<file path="config.mk">
export PLATFORM = sky130hd
export DESIGN_NAME = store_data_align
export DESIGN_NICKNAME = d
export VERILOG_FILES = /design/src/rtl/store_data_align_pkg.sv /design/src/rtl/store_data_align_lane_shift.sv /design/src/rtl/store_data_align.sv
export SDC_FILE = /design/constraint.sdc
export NUM_CORES = 1
export LEC_CHECK = 0
export BUFFER_PORTS_ARGS = -buffer_cell sky130_fd_sc_hd__clkbuf_2
export CORE_UTILIZATION = 40
export CTS_BUF_LIST = sky130_fd_sc_hd__clkbuf_16
export CTS_CLUSTER_SIZE = 30
export DETAILED_ROUTE_END_ITERATION = 8
export PLACE_DENSITY_LB_ADDON = 0.3
export SYNTH_ARGS = -nofsm -noshare
export SYNTH_HDL_FRONTEND = slang
export SYNTH_SLANG_ARGS = --single-unit
</file>
<file path="constraint.sdc">
create_clock -name clk_i -period 2.2 [get_ports clk_i]
set_clock_uncertainty 0.15 [all_clocks]
set_input_delay 0.11 -clock clk_i [delete_from_list [all_inputs] [get_ports clk_i]]
set_output_delay 0.11 -clock clk_i [all_outputs]
set_load 0.05 [all_outputs]
</file>
<file path="src/rtl/store_data_align_pkg.sv">
// Shared types and constants for the rv32i store data alignment path.
package store_data_align_pkg;

    localparam int unsigned XLEN   = 32;
    localparam int unsigned ADDR_W = 32;
    localparam int unsigned STRB_W = XLEN / 8;

    typedef logic [XLEN-1:0]   word_st;
    typedef logic [STRB_W-1:0] strb_t;

    localparam logic [2:0] F3_SB = 3'b000;
    localparam logic [2:0] F3_SH = 3'b001;
    localparam logic [2:0] F3_SW = 3'b010;

    typedef enum logic [1:0] {
        IDLE  = 2'd0,
        BEAT0 = 2'd1,
        BEAT1 = 2'd2
    } store_state_e;

endpackage

</file>
<file path="src/rtl/store_data_align_lane_shift.sv">
// Positions store data and byte strobes across two consecutive memory words.
module store_lane_shift
    import store_data_align_pkg::*;
(
    input  logic [1:0]  off_i,
    input  word_st      data_i,
    input  logic [2:0]  funct3_i,
    output logic [63:0] d64_c,
    output logic [7:0]  s8_c,
    output logic        legal_c,
    output logic        crosses_c
);

    logic [3:0] mask;
    word_st     data_masked;

    always_comb begin
        mask    = 4'b0000;
        legal_c = 1'b1;
        unique case (funct3_i)
            F3_SB:   mask = 4'b0001;
            F3_SH:   mask = 4'b0011;
            F3_SW:   mask = 4'b1111;
            default: legal_c = 1'b0;
        endcase

        // Bytes above the access size must not leak into neighbouring lanes.
        data_masked = data_i & {{8{mask[3]}}, {8{mask[2]}}, {8{mask[1]}}, {8{mask[0]}}};
        s8_c        = 8'(mask) << off_i;
        d64_c       = 64'(data_masked) << {off_i, 3'b000};
        crosses_c   = |s8_c[7:4];
    end

endmodule

</file>
<file path="src/rtl/store_data_align.sv">
// Turns one store request into one or two word-aligned write beats with byte strobes.
module store_data_align
    import store_data_align_pkg::*;
#(
    parameter bit SPLIT_MISALIGNED = 1'b1
) (
    input  logic              clk_i,
    input  logic              rst_ni,
    input  logic              req_valid_i,
    output logic              req_ready_o,
    input  logic [ADDR_W-1:0] req_addr_i,
    input  word_st            req_data_i,
    input  logic [2:0]        req_funct3_i,
    output logic              mem_valid_o,
    input  logic              mem_ready_i,
    output logic [ADDR_W-1:0] mem_addr_o,
    output word_st            mem_wdata_o,
    output strb_t             mem_strb_o,
    output logic              done_o,
    output logic              err_o
);

    store_state_e      state_q, state_d;
    logic              ready_q, ready_d;
    logic              valid_q, valid_d;
    logic [ADDR_W-1:0] addr_q, addr_d, hi_addr_q, hi_addr_d;
    word_st            wdata_q, wdata_d, hi_wdata_q, hi_wdata_d;
    strb_t             strb_q, strb_d, hi_strb_q, hi_strb_d;
    logic              done_q, done_d;
    logic              err_q, err_d;

    logic [63:0] d64;
    logic [7:0]  s8;
    logic        legal;
    logic        crosses;

    // Evaluated on the incoming request so both beats are captured at acceptance.
    store_lane_shift u_lane_shift (
        .off_i     (req_addr_i[1:0]),
        .data_i    (req_data_i),
        .funct3_i  (req_funct3_i),
        .d64_c     (d64),
        .s8_c      (s8),
        .legal_c   (legal),
        .crosses_c (crosses)
    );

    always_ff @(posedge clk_i or negedge rst_ni) begin
        if (!rst_ni) begin
            state_q    <= IDLE;
            ready_q    <= 1'b0;
            valid_q    <= 1'b0;
            addr_q     <= '0;
            wdata_q    <= '0;
            strb_q     <= '0;
            hi_addr_q  <= '0;
            hi_wdata_q <= '0;
            hi_strb_q  <= '0;
            done_q     <= 1'b0;
            err_q      <= 1'b0;
        end else begin
            state_q    <= state_d;
            ready_q    <= ready_d;
            valid_q    <= valid_d;
            addr_q     <= addr_d;
            wdata_q    <= wdata_d;
            strb_q     <= strb_d;
            hi_addr_q  <= hi_addr_d;
            hi_wdata_q <= hi_wdata_d;
            hi_strb_q  <= hi_strb_d;
            done_q     <= done_d;
            err_q      <= err_d;
        end
    end

    always_comb begin
        state_d    = state_q;
        ready_d    = ready_q;
        valid_d    = valid_q;
        addr_d     = addr_q;
        wdata_d    = wdata_q;
        strb_d     = strb_q;
        hi_addr_d  = hi_addr_q;
        hi_wdata_d = hi_wdata_q;
        hi_strb_d  = hi_strb_q;
        done_d     = 1'b0;
        err_d      = 1'b0;

        unique case (state_q)
            IDLE: begin
                ready_d = 1'b1;
                if (req_valid_i && ready_q) begin
                    if (!legal || (crosses && !SPLIT_MISALIGNED)) begin
                        err_d = 1'b1;
                    end else begin
                        state_d    = BEAT0;
                        ready_d    = 1'b0;
                        valid_d    = 1'b1;
                        addr_d     = {req_addr_i[ADDR_W-1:2], 2'b00};
                        wdata_d    = d64[31:0];
                        strb_d     = s8[3:0];
                        hi_addr_d  = {req_addr_i[ADDR_W-1:2] + 30'd1, 2'b00};
                        hi_wdata_d = d64[63:32];
                        hi_strb_d  = s8[7:4];
                    end
                end
            end
            BEAT0: begin
                if (mem_ready_i) begin
                    if (hi_strb_q != '0) begin
                        state_d = BEAT1;
                        addr_d  = hi_addr_q;
                        wdata_d = hi_wdata_q;
                        strb_d  = hi_strb_q;
                    end else begin
                        state_d = IDLE;
                        ready_d = 1'b1;
                        valid_d = 1'b0;
                        done_d  = 1'b1;
                        addr_d  = '0;
                        wdata_d = '0;
                        strb_d  = '0;
                    end
                end
            end
            BEAT1: begin
                if (mem_ready_i) begin
                    state_d = IDLE;
                    ready_d = 1'b1;
                    valid_d = 1'b0;
                    done_d  = 1'b1;
                    addr_d  = '0;
                    wdata_d = '0;
                    strb_d  = '0;
                end
            end
            default: begin
                state_d = IDLE;
                valid_d = 1'b0;
            end
        endcase
    end

    assign req_ready_o = ready_q;
    assign mem_valid_o = valid_q;
    assign mem_addr_o  = addr_q;
    assign mem_wdata_o = wdata_q;
    assign mem_strb_o  = strb_q;
    assign done_o      = done_q;
    assign err_o       = err_q;

endmodule

</file>
Yosys cells after proc, flatten, opt, wreduce, memory -nomap -nowiden
Cells that the tools add are included.
{"block": "totals", "ff_bits": 140, "inputBits": 71, "out_inout_bits": 72, "word_cells": 78}
{"block": "op_classes", "add_sub_neg": 1, "n_eq_ne": 9, "shifts": 2, "muxes": 43, "bitwise": 1, "reduce_logical": 11}
{"cell": "2-to-1 mux 32 bit", "count": 9}
{"cell": "case mux 32 bit (3 select lines)", "count": 2}
{"cell": "<< shifter 32 x 5 -> 64 bit", "count": 1}
{"cell": "AND 32 bit", "count": 1}
{"cell": "adder 30 x 1 -> 30 bit, second input constant", "count": 1}
{"cell": "case mux 4 bit (3 select lines)", "count": 2}
{"cell": "2-to-1 mux 4 bit", "count": 5}
{"cell": "2-to-1 mux 1 bit", "count": 16}
{"cell": "2-to-1 mux 2 bit", "count": 5}
{"cell": "inequality test 2 bit, second input constant", "count": 5}
{"cell": "AND reduction 5 bit", "count": 2}
{"cell": "AND reduction 4 bit", "count": 2}
{"cell": "<< shifter 4 x 2 -> 8 bit", "count": 1}
{"cell": "case mux 1 bit (3 select lines)", "count": 2}
{"cell": "case mux 2 bit (3 select lines)", "count": 1}
{"cell": "nonzero test 4 bit", "count": 1}
{"cell": "equality test 3 x 1 -> 1 bit, second input constant", "count": 1}
{"cell": "equality test 3 x 2 -> 1 bit, second input constant", "count": 1}
{"cell": "zero test 3 bit", "count": 1}
{"cell": "AND reduction 3 bit", "count": 1}
{"cell": "nonzero test 3 bit", "count": 1}
{"cell": "OR reduction 3 bit", "count": 1}
{"cell": "equality test 2 x 1 -> 1 bit, second input constant", "count": 1}
{"cell": "equality test 2 bit, second input constant", "count": 1}
{"cell": "3 further kinds", "count": 3}

Logic depth before layout (Yosys ltp)
Gate-level depths: netlist of the first run.
{"block": "logic_depth", "word_depth": 7, "ltp_mapped": 10}

Hierarchy
Synthesis of the first run repeated with hierarchy kept, for this count alone.
{"block": "unflattened", "cells_unflattened": 908, "hier_area_um2": 7678.6}
{"mod": "store_data_align", "n_inst": 1, "cells_per_inst": 749, "area_per_inst_um2": 6617.6, "seq_area_each_um2": 3453.3}
{"mod": "store_lane_shift", "n_inst": 1, "cells_per_inst": 159, "area_per_inst_um2": 1061.0, "seq_area_each_um2": 0.0}

Worst setup path before layout of the first run
No wires, ideal clock.
{"block": "synth_timing", "kind": "reg2reg", "start": "register state_q[0]", "end": "register wdata_q[0] (netlist: mem_wdata_o[0])", "arrival_ns": 1.904, "slack_ns": 0.063, "stages_incl_launch_ff": 7, "path_buffers": 0, "path_cell_list": "dfrtp_1 > inv_1 > ha_1 > or2_2 > nor3_1 > a22oi_1 > o21ai_0"}
{"block": "synth_via", "elab_chain_cells": 3}
{"item": "start: declaration", "line_no": "store_data_align.sv:23", "text": "store_state_e state_q, state_d;"}
{"item": "start signal: assignment", "line_no": "store_data_align.sv:62", "text": "state_q <= state_d;"}
{"item": "equality test 2 x 1 -> 1 bit (tied with other cells)", "line_no": "store_data_align.sv:89", "text": "unique case (state_q)"}
{"item": "inequality test 2 bit (no source line) or nonzero test 3 bit (tied branches)"}
{"item": "AND reduction 5 bit (no source line)"}
{"item": "end signal: assignment", "line_no": "store_data_align.sv:66", "text": "wdata_q <= wdata_d;"}
{"item": "end: declaration", "line_no": "store_data_align.sv:27", "text": "word_st wdata_q, wdata_d, hi_wdata_q, hi_wdata_d;"}
Parallel ways exist; a longest one is shown, timed or not.
A chain may end at the register's enable or synchronous reset.

Worst setup path in the final report of the first run
{"block": "layout_timing", "start": "register state_q[1]", "end": "register wdata_q[19] (netlist: mem_wdata_o[19])"}
The elaborated chain is that of the path after synthesis.

==> results.cfg, run 1 <==
[route]
drc = 0
wl_mm = 19.4
avgViaCountPerCell = 5.25
drt-initial-drc-count = 465
drt-pass1-iter-count = 7
postRouteAntennaNets = 0
vias = 6157
wire_per_inst_um = 16.5

[global_route]
grt_start_max_net_pins = 73
grt_overflow = 0
grt_pass1_vias = 5947
grt_usage_pct = 23.8
grt_pass1_wl_mm = 30.5
grt_antenna_before_repair = 1

[placement]
placed_cells = 1061
dpl_cell_area_mm2 = 0.00764
hpwl_mm = 13.0
port_buffers = 140
routabilityCongestion = 0.946

[timing]
setup_tns_ps = 0
worst_hold_slack_ps = 14.8
tightest_slew_ps = 814
rsz0062_at_grt = true
fmax_ghz = 0.466
slew_headroom_pct = 45.6
drv_slew = 0
fin_crit_ps = 2150
hold_viol_final = 0
timing.final.crit_share_pct = 97.6
finalSetupViolations = 0

[power_and_ir_drop]
peakVddDrop_uv = 889
powerDensity_mw_per_mm2 = 1270
power_leakage_nw = 4.14

[logic_synthesis]
ys_warn_count = 0
synth-async-reset-ratio_pct = 100
yosysSeqAreaShare_pct = 49.1
synth.top_cell.area_share_pct = 49.1
yosys_most_used_dff = dfrtp_1
netlist_instances = 721
synth_edf_count = 0
synth_cell_types = 50
yosysTopAreaCell = dfrtp_1
synth_area_leaders = dfrtp_1, nand2_1, o21ai_0
synth.avg_cell_area_um2 = 9.12
synth_seq_cells = 129
synth_area_mm2 = 0.00657
yosysMostFrequentCell = nand2_1
synth_commonest_cells = nand2_1, dfrtp_1, o21ai_0, nor2_1, a21oi_1

[critical_path]
timing.rr.end = mem_wdata_o[19]
path_class = register to register
startpoint_type = register
crit_arrival_ps = 2280
r2r-start = state_q[1]
cp_max_fo = 8
r2r_cells = 8
crit_required_ps = 2330
end_kind = register
reg2reg_slack_ps = 50

[clocking]
cts_buffers = 17
clockBufferDepth = 2
clkTransAtPathRegs_ps = 60
cts_tree = built
clock_latency_ps = 410
cts_root_buf = clkbuf_16
clock_sinks = 129
h-tree-depth = 4

[final_layout]
diodes = 0
areaGrowthSynthToFinish_pct = 38.1
final_layout_size_suffix_gt1_share_pct = 23.8
finalNonFillerCells = 1173
stdcell_area_mm2 = 0.00908
layout.nets = 1020
utilization_pct = 56.9

[floorplan]
fp-row-count = 46
die_width_um = 130
die_area_mm2 = 0.0170
die_h_um = 130
start_util_pct = 41.2
ios = 143
coreArea_mm2 = 0.0159

[hold_path]
worstHoldEndpoint = mem_addr_o[6]
holdCritPathClass = primary input to register
holdCritStartpoint = req_addr_i[6]
worstHoldPathCells = 4

[flow_run]
max_cap_violations = 0

[outcome]
outcome = completed
==> logic make-up (layout without fill, tap and decap cells) <==
| group | count (synthesis) | in the layout | share of synthesized area (%) |
|---|---|---|---|
| AO/OA/AOI/OAI | 217 | 217 | 20.9 |
| XOR/XNOR | 29 | 29 | 3.86 |
| adder cells (fa/ha/maj) | 5 | 5 | 0.952 |
| buffers and inverters | 58 | 293 | 4.02 |
| flip-flops | 129 | 129 | 49.1 |
| multiplexers | 10 | 10 | 1.52 |
| other | 1 | 2 | 0.0570 |
| AND/OR/NAND/NOR | 272 | 272 | 19.5 |
==> layout make-up <==
class,instances,area (um^2)
inverters,7,26.3
well taps,216,270
clock inverters,15,151
clock buffers,17,425
flip-flops and latches,129,3230
repair buffers,254,1830
fillers,1422,6870
multi-input cells,535,3150
==> power by group <==
group | internal (mW) | switching (mW) | leakage (nW)
combinational | 1.38 | 3.59 | 2.18
sequential | 3.27 | 0.524 | 1.68
clock | 1.75 | 1.04 | 0.283
==> flip-flops by register name, summed over array words and instances, names as in the netlist, 2 cells and up <==
| name | cells |
|---|---|
| mem_wdata_o | 32 |
| hi_addr_q | 30 |
| mem_addr_o | 30 |
| hi_wdata_q | 24 |
| mem_strb_o | 4 |
| hi_strb_q | 3 |
| state_q | 2 |
==> worst max-delay path, cell delays in order (launching register included) <==
cell and delay [ps]:
dfrtp_1 390, inv_1 100, ha_2 330, nand2_1 130, nor2_4 60, buf_12 140
buf_4 140, a222oi_1 480, o21ai_1 100
==> stage by stage <==
stage                     total power, mW  worst slack [ps]
after floorplan                      7.26              63.4
after global placement               8.57              21.6
after detailed placement             8.64             -77.2
after CTS                            11.6              17.5
after global routing                 12.2             -3.13
final                                11.5              52.2
==> placed cells by master (no fill, tap or decap), types with 4 or more instances in the layout <==
master | synthesis | layout
o21ai_0 | 84 | 82
a2bb2oi_1 | 4 | 4
dfrtp_1 | 129 | 129
a21oi_1 | 42 | 42
nor3_1 | 13 | 11
ha_1 | 5 | 4
nand3_1 | 13 | 13
o211ai_1 | 8 | 8
a31oi_1 | 4 | 4
nor2b_1 | 27 | 27
clkbuf_2 | 1 | 139
a221oi_1 | 8 | 7
o21a_1 | 8 | 8
a22o_1 | 8 | 8
xnor2_1 | 20 | 20
o21ai_1 | 12 | 14
nand2b_1 | 10 | 10
xor2_1 | 9 | 9
nand2_1 | 130 | 130
a22oi_1 | 8 | 8
dlygate4sd3_1 | 0 | 76
a222oi_1 | 7 | 7
nand4_1 | 4 | 4
buf_12 | 0 | 5
buf_4 | 2 | 31
nor2_1 | 53 | 52
inv_1 | 7 | 9
clkbuf_16 | 0 | 17
mux2i_1 | 10 | 10
clkinv_2 | 0 | 4
nor3_2 | 3 | 5
a32oi_1 | 8 | 8
a32o_1 | 8 | 8
==> worst max path at each step <==
| stage | startpoint | end | depth (start not counted) |
|---|---|---|---|
| finish | state_q[1] | mem_wdata_o[19] | 8 |
| global route | state_q[0] | mem_wdata_o[19] | 8 |
| CTS | state_q[0] | mem_addr_o[21] | 7 |
| detailed placement | state_q[0] | hi_strb_q[0] | 7 |
| global placement | state_q[0] | hi_strb_q[0] | 7 |
| floorplan | state_q[0] | mem_wdata_o[0] | 6 |
==> per-layer routing <==
layer,track usage [%],wire [um]
met2,39.9,9450
met5,0,0
met3,5.58,1040
met1,29.5,8450
met4,9.85,449
==> repair_timing <==
item / CTS / global route
hold buffers: 76 / 0
buffers inserted: 0 / 4
gates resized for setup: 1 / 15
setup endpoints to repair: 22 / 99
pin swaps: 0 / 3
endpoints found under the hold margin: 218 / 0
Note: power is estimated with default switching activity, not from simulation.
==> inputs of run 2 (changes only) <==
--- a/config.mk
+++ b/config.mk
@@ -6,4 +6,5 @@
 export NUM_CORES = 1
 export LEC_CHECK = 0
+export ABC_AREA = 1
 export BUFFER_PORTS_ARGS = -buffer_cell sky130_fd_sc_hd__clkbuf_2
 export CORE_UTILIZATION = 40
@@ -12,4 +13,5 @@
 export DETAILED_ROUTE_END_ITERATION = 8
 export PLACE_DENSITY_LB_ADDON = 0.3
+export RECOVER_POWER = 100
 export SYNTH_ARGS = -nofsm -noshare
 export SYNTH_HDL_FRONTEND = slang
==> constraint.sdc (replaced) <==
create_clock -name clk_i -period 2.2 [get_ports clk_i]
set_clock_uncertainty 0.15 [all_clocks]
set_input_delay 0.22 -clock clk_i [delete_from_list [all_inputs] [get_ports clk_i]]
set_output_delay 0.22 -clock clk_i [all_outputs]
set_load 0.05 [all_outputs]
==> results.cfg, run 2 <==
[outcome]
outcome = completed

[timing]
worst_hold_slack_ps = 16.7
fmax_ghz = 0.479
hold_viol_final = 0
slew_headroom_pct = 42.5
fin_crit_ps = 2090
timing.final.crit_share_pct = 94.8
tightest_slew_ps = 863
rsz0062_at_grt = true
finalSetupViolations = 0
setup_ws_ps = 114
drv_slew = 0
setup_tns_ps = 0

[global_route]
grt_pass1_vias = 6919
grt_start_max_net_pins = 57
grt_overflow = 0
grt_usage_pct = 25.3
grt_antenna_before_repair = 0
grt_pass1_wl_mm = 35.5

[critical_path]
reg2reg_slack_ps = 110
r2r-start = state_q[0]
r2r_cells = 9
crit_arrival_ps = 2290
crit_required_ps = 2410
startpoint = state_q[0]
cp_max_fo = 12
end_kind = register
critPathMostFrequentCell = nand2_1
crit_path_max_incr_delay_ps = 380
timing.rr.end = mem_wdata_o[5]
slowest_stage = dfrtp_1
startpoint_type = register
worstPathCellList = inv_1, ha_1, clkbuf_1, nor2_1, clkbuf_2, nand3_1, o21ai_0, nand2_1, nand2_1
cp-endpoint = mem_wdata_o[5]
path_class = register to register

[final_layout]
final_cell_mix = nand2_1, nand3_1, dfrtp_1
stdcell_area_mm2 = 0.00894
largest_register_ffs = 32
diodes = 0
final_layout_size_suffix_gt1_share_pct = 11.1
layout.nets = 1267
areaGrowthSynthToFinish_pct = 26.8
utilization_pct = 51.9
final_common_cell = nand2_1

[route]
vias = 7226
avgViaCountPerCell = 5.06
wire_per_inst_um = 15.6
postRouteAntennaNets = 0
wl_mm = 22.2
drt-pass1-iter-count = 5
drc = 0
drt-initial-drc-count = 536

[logic_synthesis]
netlist_instances = 1012
yosysSeqAreaShare_pct = 45.8
yosysMostFrequentCell = nand2_1
synth-async-reset-ratio_pct = 100
yosysTopAreaCell = dfrtp_1
synth_seq_cells = 129
yosys_most_used_dff = dfrtp_1
synth.avg_cell_area_um2 = 6.97
synth_area_leaders = dfrtp_1, nand2_1, nand3_1
synth_commonest_cells = nand2_1, nand3_1, dfrtp_1, nor2_1, inv_1
synth_cell_types = 32
synth_area_mm2 = 0.00705
synth_edf_count = 0
synth.top_cell.area_share_pct = 45.8
ys_warn_count = 0

[clocking]
clkTransAtPathRegs_ps = 60
h-tree-depth = 4
clock_latency_ps = 420
clockBufferDepth = 2
cts_tree = built
cts_buffers = 17
cts_root_buf = clkbuf_16
clock_sinks = 129

[placement]
dpl_cell_area_mm2 = 0.00809
pre_cts_ws_ps = 151
routabilityCongestion = 0.958
port_buffers = 140
hpwl_mm = 15.7

[flow_run]
max_cap_violations = 0

[floorplan]
fp-row-count = 48
die_area_mm2 = 0.0182
ios = 143
start_util_pct = 40.9
die_width_um = 135
die_h_um = 135
coreArea_mm2 = 0.0172

[power_and_ir_drop]
peakVddDrop_uv = 835
power_leakage_nw = 4.58
powerDensity_mw_per_mm2 = 1360

[hold_path]
holdCritPathClass = primary input to register
==> run 2: cell count changes in the layout (fill, tap and decap cells not counted), moves of 36 or more <==
cell	delta
nand2_1	+277
nand3_1	+142
clkbuf_1	+72
inv_1	+70
clkbuf_2	-68
dlygate4sd3_1	-36
==> run 2: cell type report <==
| class | instances | area, um^2 |
|---|---|---|
| timing repair buffer | 203 | 1230 |
| clock inverter | 14 | 173 |
| inverter | 81 | 304 |
| multi-input combinational | 759 | 3300 |
| tap | 225 | 282 |
| fill | 1753 | 8300 |
| clock buffer | 17 | 425 |
| sequential | 129 | 3230 |
==> run 2: worst min-delay path by stage <==
stage                   startpoint             end  slack [ps]  cells past startpoint
floorplan                   rst_ni          done_o        -230                      0
global placement            rst_ni   mem_addr_o[5]          70                      1
detailed placement          rst_ni   mem_addr_o[2]          70                      1
CTS                 req_data_i[27]  hi_wdata_q[19]           8                      3
global route        req_data_i[27]  hi_wdata_q[19]           8                      3
finish              req_data_i[27]  hi_wdata_q[19]          20                      3
==> run 2: worst max-delay path, delay by kind of cell, from the launching register on <==
kind,cells,cell delay [ps]
buf+inv,3,570
fa+ha+maj,1,320
compound gates,1,110
simple gates,4,490
flops,1,380
==> run 2: logic make-up (layout without fill, tap and decap cells) <==
| family | Yosys count | in the layout | synth area share (%) |
|---|---|---|---|
| and+or+nand+nor | 657 | 657 | 38.7 |
| DFF | 129 | 129 | 45.8 |
| buffers and inverters | 125 | 315 | 7.33 |
| AOI/OAI and AO/OA | 93 | 93 | 6.98 |
| adders and majority gates | 5 | 5 | 0.887 |
| xor gates and xnor gates | 2 | 2 | 0.249 |
| other | 1 | 2 | 0.0532 |
==> run 2: what timing repair did <==
item                                    4_1_cts  5_1_grt
resized for setup                             0        3
buffers inserted                              0        0
hold buffers                                 40        0
endpoints found under the setup margin        0        5
hold endpoints to repair                     81        0
==> run 2: stage by stage <==
stage          total power, mW  instances
5_1_grt                   12.9       1428
3_3_place_gp              9.34       1357
3_5_place_dp              9.41       1357
4_1_cts                   12.4       1428
6_report                  12.2       1428
2_1_floorplan             7.76       1013
==> run 2: metal layers <==
metal,up-vias,track usage [%],routed length [um]
met5,-,0,0
met4,0,9.61,546
met3,48,4.69,1190
met2,241,39.1,10200
met1,3351,35.1,10300
li1,3586,-,-
==> run 2: report_power, final <==
group	switching (mW)	internal, mW
Sequential	0.480	3.27
Combinational	4.14	1.37
Clock	1.04	1.86
Total	5.66	6.51
==> inputs of run 3 (changes only) <==
Settings changed: HOLD_SLACK_MARGIN set to 0.06.
==> results.cfg, run 3 (synthesis results as in run 2) <==
[route]
drt-initial-drc-count = 541
wire_per_inst_um = 15.5
drc = 0
drt-pass1-iter-count = 5
avgViaCountPerCell = 5.07
postRouteAntennaNets = 0
vias = 7251
wl_mm = 22.2

[global_route]
grt_start_max_net_pins = 57
grt_usage_pct = 25.2
grt_pass1_vias = 6904
grt_antenna_before_repair = 0
grt_pass1_wl_mm = 35.4
grt_overflow = 0

[clocking]
cts_buffers = 17
cts_root_buf = clkbuf_16
clockBufferDepth = 2
clock_latency_ps = 420
clock_sinks = 129
cts_tree = built
clkTransAtPathRegs_ps = 60
h-tree-depth = 4

[timing]
fmax_ghz = 0.482
hold_viol_final = 0
slew_headroom_pct = 42.4
drv_slew = 0
finalSetupViolations = 0
tightest_slew_ps = 864
rsz0062_at_grt = true
timing.final.crit_share_pct = 94.3
fin_crit_ps = 2070
worst_hold_slack_ps = 60.8

[final_layout]
diodes = 0
largest_register_ffs = 32
fill_cells = 1750
final_cell_mix = nand2_1, nand3_1, dfrtp_1
finalNonFillerCells = 1431
layout.nets = 1270
final_layout_size_suffix_gt1_share_pct = 11.3
areaGrowthSynthToFinish_pct = 27.3
final_common_cell = nand2_1

[flow_run]
max_cap_violations = 0

[critical_path]
crit_buf_inv = 3
end_kind = register
crit_required_ps = 2410
critPathMostFrequentCell = nand2_1
slowest_stage = dfrtp_1
worstPathCellList = inv_1, ha_1, clkbuf_1, nor2_1, clkbuf_2, nand3_1, o21ai_0, nand2_1, nand2_1
crit_family = buffers and inverters
cp_max_fo = 12
path_class = register to register
startpoint_type = register
crit_arrival_ps = 2280
crit_path_max_incr_delay_ps = 380

[power_and_ir_drop]
powerDensity_mw_per_mm2 = 1360
finalPower_mw = 12.2
power_leakage_nw = 4.59
peakVddDrop_uv = 835

[placement]
placed_cells = 1357
hpwl_mm = 15.7
port_buffers = 140
routabilityCongestion = 0.958

[floorplan]
die_area_mm2 = 0.0182
die_h_um = 135
ios = 143
start_util_pct = 40.9
coreArea_mm2 = 0.0172
fp-row-count = 48
die_width_um = 135

[hold_path]
holdCritPathClass = primary input to register

[outcome]
outcome = completed
==> run 3: changes by cell type in the layout (fill, tap and decap cells not counted) <==
cell	change
nand2_2	+1
inv_2	+1
nand2_1	-1
inv_1	-1
dlygate4sd3_1	+3
==> run 3: layer usage <==
layer / share of wire (%) / GRT usage (%) / vias up / routed length (um)
li1: - / - / 3591 / -
met1: 46 / 35.1 / 3349 / 10200
met2: 46 / 38.9 / 262 / 10100
met3: 6.1 / 4.69 / 49 / 1360
met4: 2.5 / 9.80 / 0 / 564
met5: 0 / 0 / - / 0
==> run 3: worst reg2reg max path: stages (launching register included) <==
cell	delay, ps
dfrtp_1	380
inv_1	90
ha_1	320
clkbuf_1	160
nor2_1	130
clkbuf_2	330
nand3_1	130
o21ai_0	110
nand2_1	140
nand2_1	80
==> run 3: where the power goes <==
part	total (mW)	internal, mW	switching [mW]
registers	3.75	3.27	0.480
clock network	2.90	1.86	1.04
logic	5.52	1.37	4.15
total	12.2	6.51	5.67
==> run 3: path summary, 6_finish.rpt <==
check	startpoint	to	slack (ps)	depth (start not counted)
setup / recovery	state_q[0]	mem_wdata_o[5]	130	9
hold / removal	req_data_i[7]	mem_wdata_o[31]	60	5
setup reg to reg	state_q[0]	mem_wdata_o[5]	130	9
hold reg to reg	mem_wdata_o[15]	mem_wdata_o[15]	330	2
max in group asynchronous	rst_ni	hi_wdata_q[2]	350	3
min in group asynchronous	rst_ni	mem_addr_o[2]	300	2
==> run 3: final cells by class <==
cell class / instances / area (um^2) / share of cell area (%)
Clock inverter: 14 / 173 / 1.92
Tap cell: 225 / 282 / 3.14
Inverter: 81 / 304 / 3.39
Multi-Input combinational cell: 759 / 3300 / 36.8
Sequential cell: 129 / 3230 / 36.0
Clock buffer: 17 / 425 / 4.74
Timing Repair Buffer: 206 / 1260 / 14.0
==> run 3: through the flow <==
step	worst slack [ps]	cell area (um^2)	utilization, %	setup TNS, ps
after CTS	135	9110	52.9	0
after global routing	-19.4	8970	52.1	-50.1
final	126	8970	52.1	0
after detailed placement	151	8090	46.9	0
after global placement	219	8090	46.9	0
after floorplan	322	7050	-	0
==> run 3: timing repair <==
item / 4_1_cts / 5_1_grt
setup endpoints to repair: 0 / 5
endpoints found under the hold margin: 148 / 0
hold buffers: 43 / 0
buffers inserted: 0 / 0
resized for setup: 0 / 3
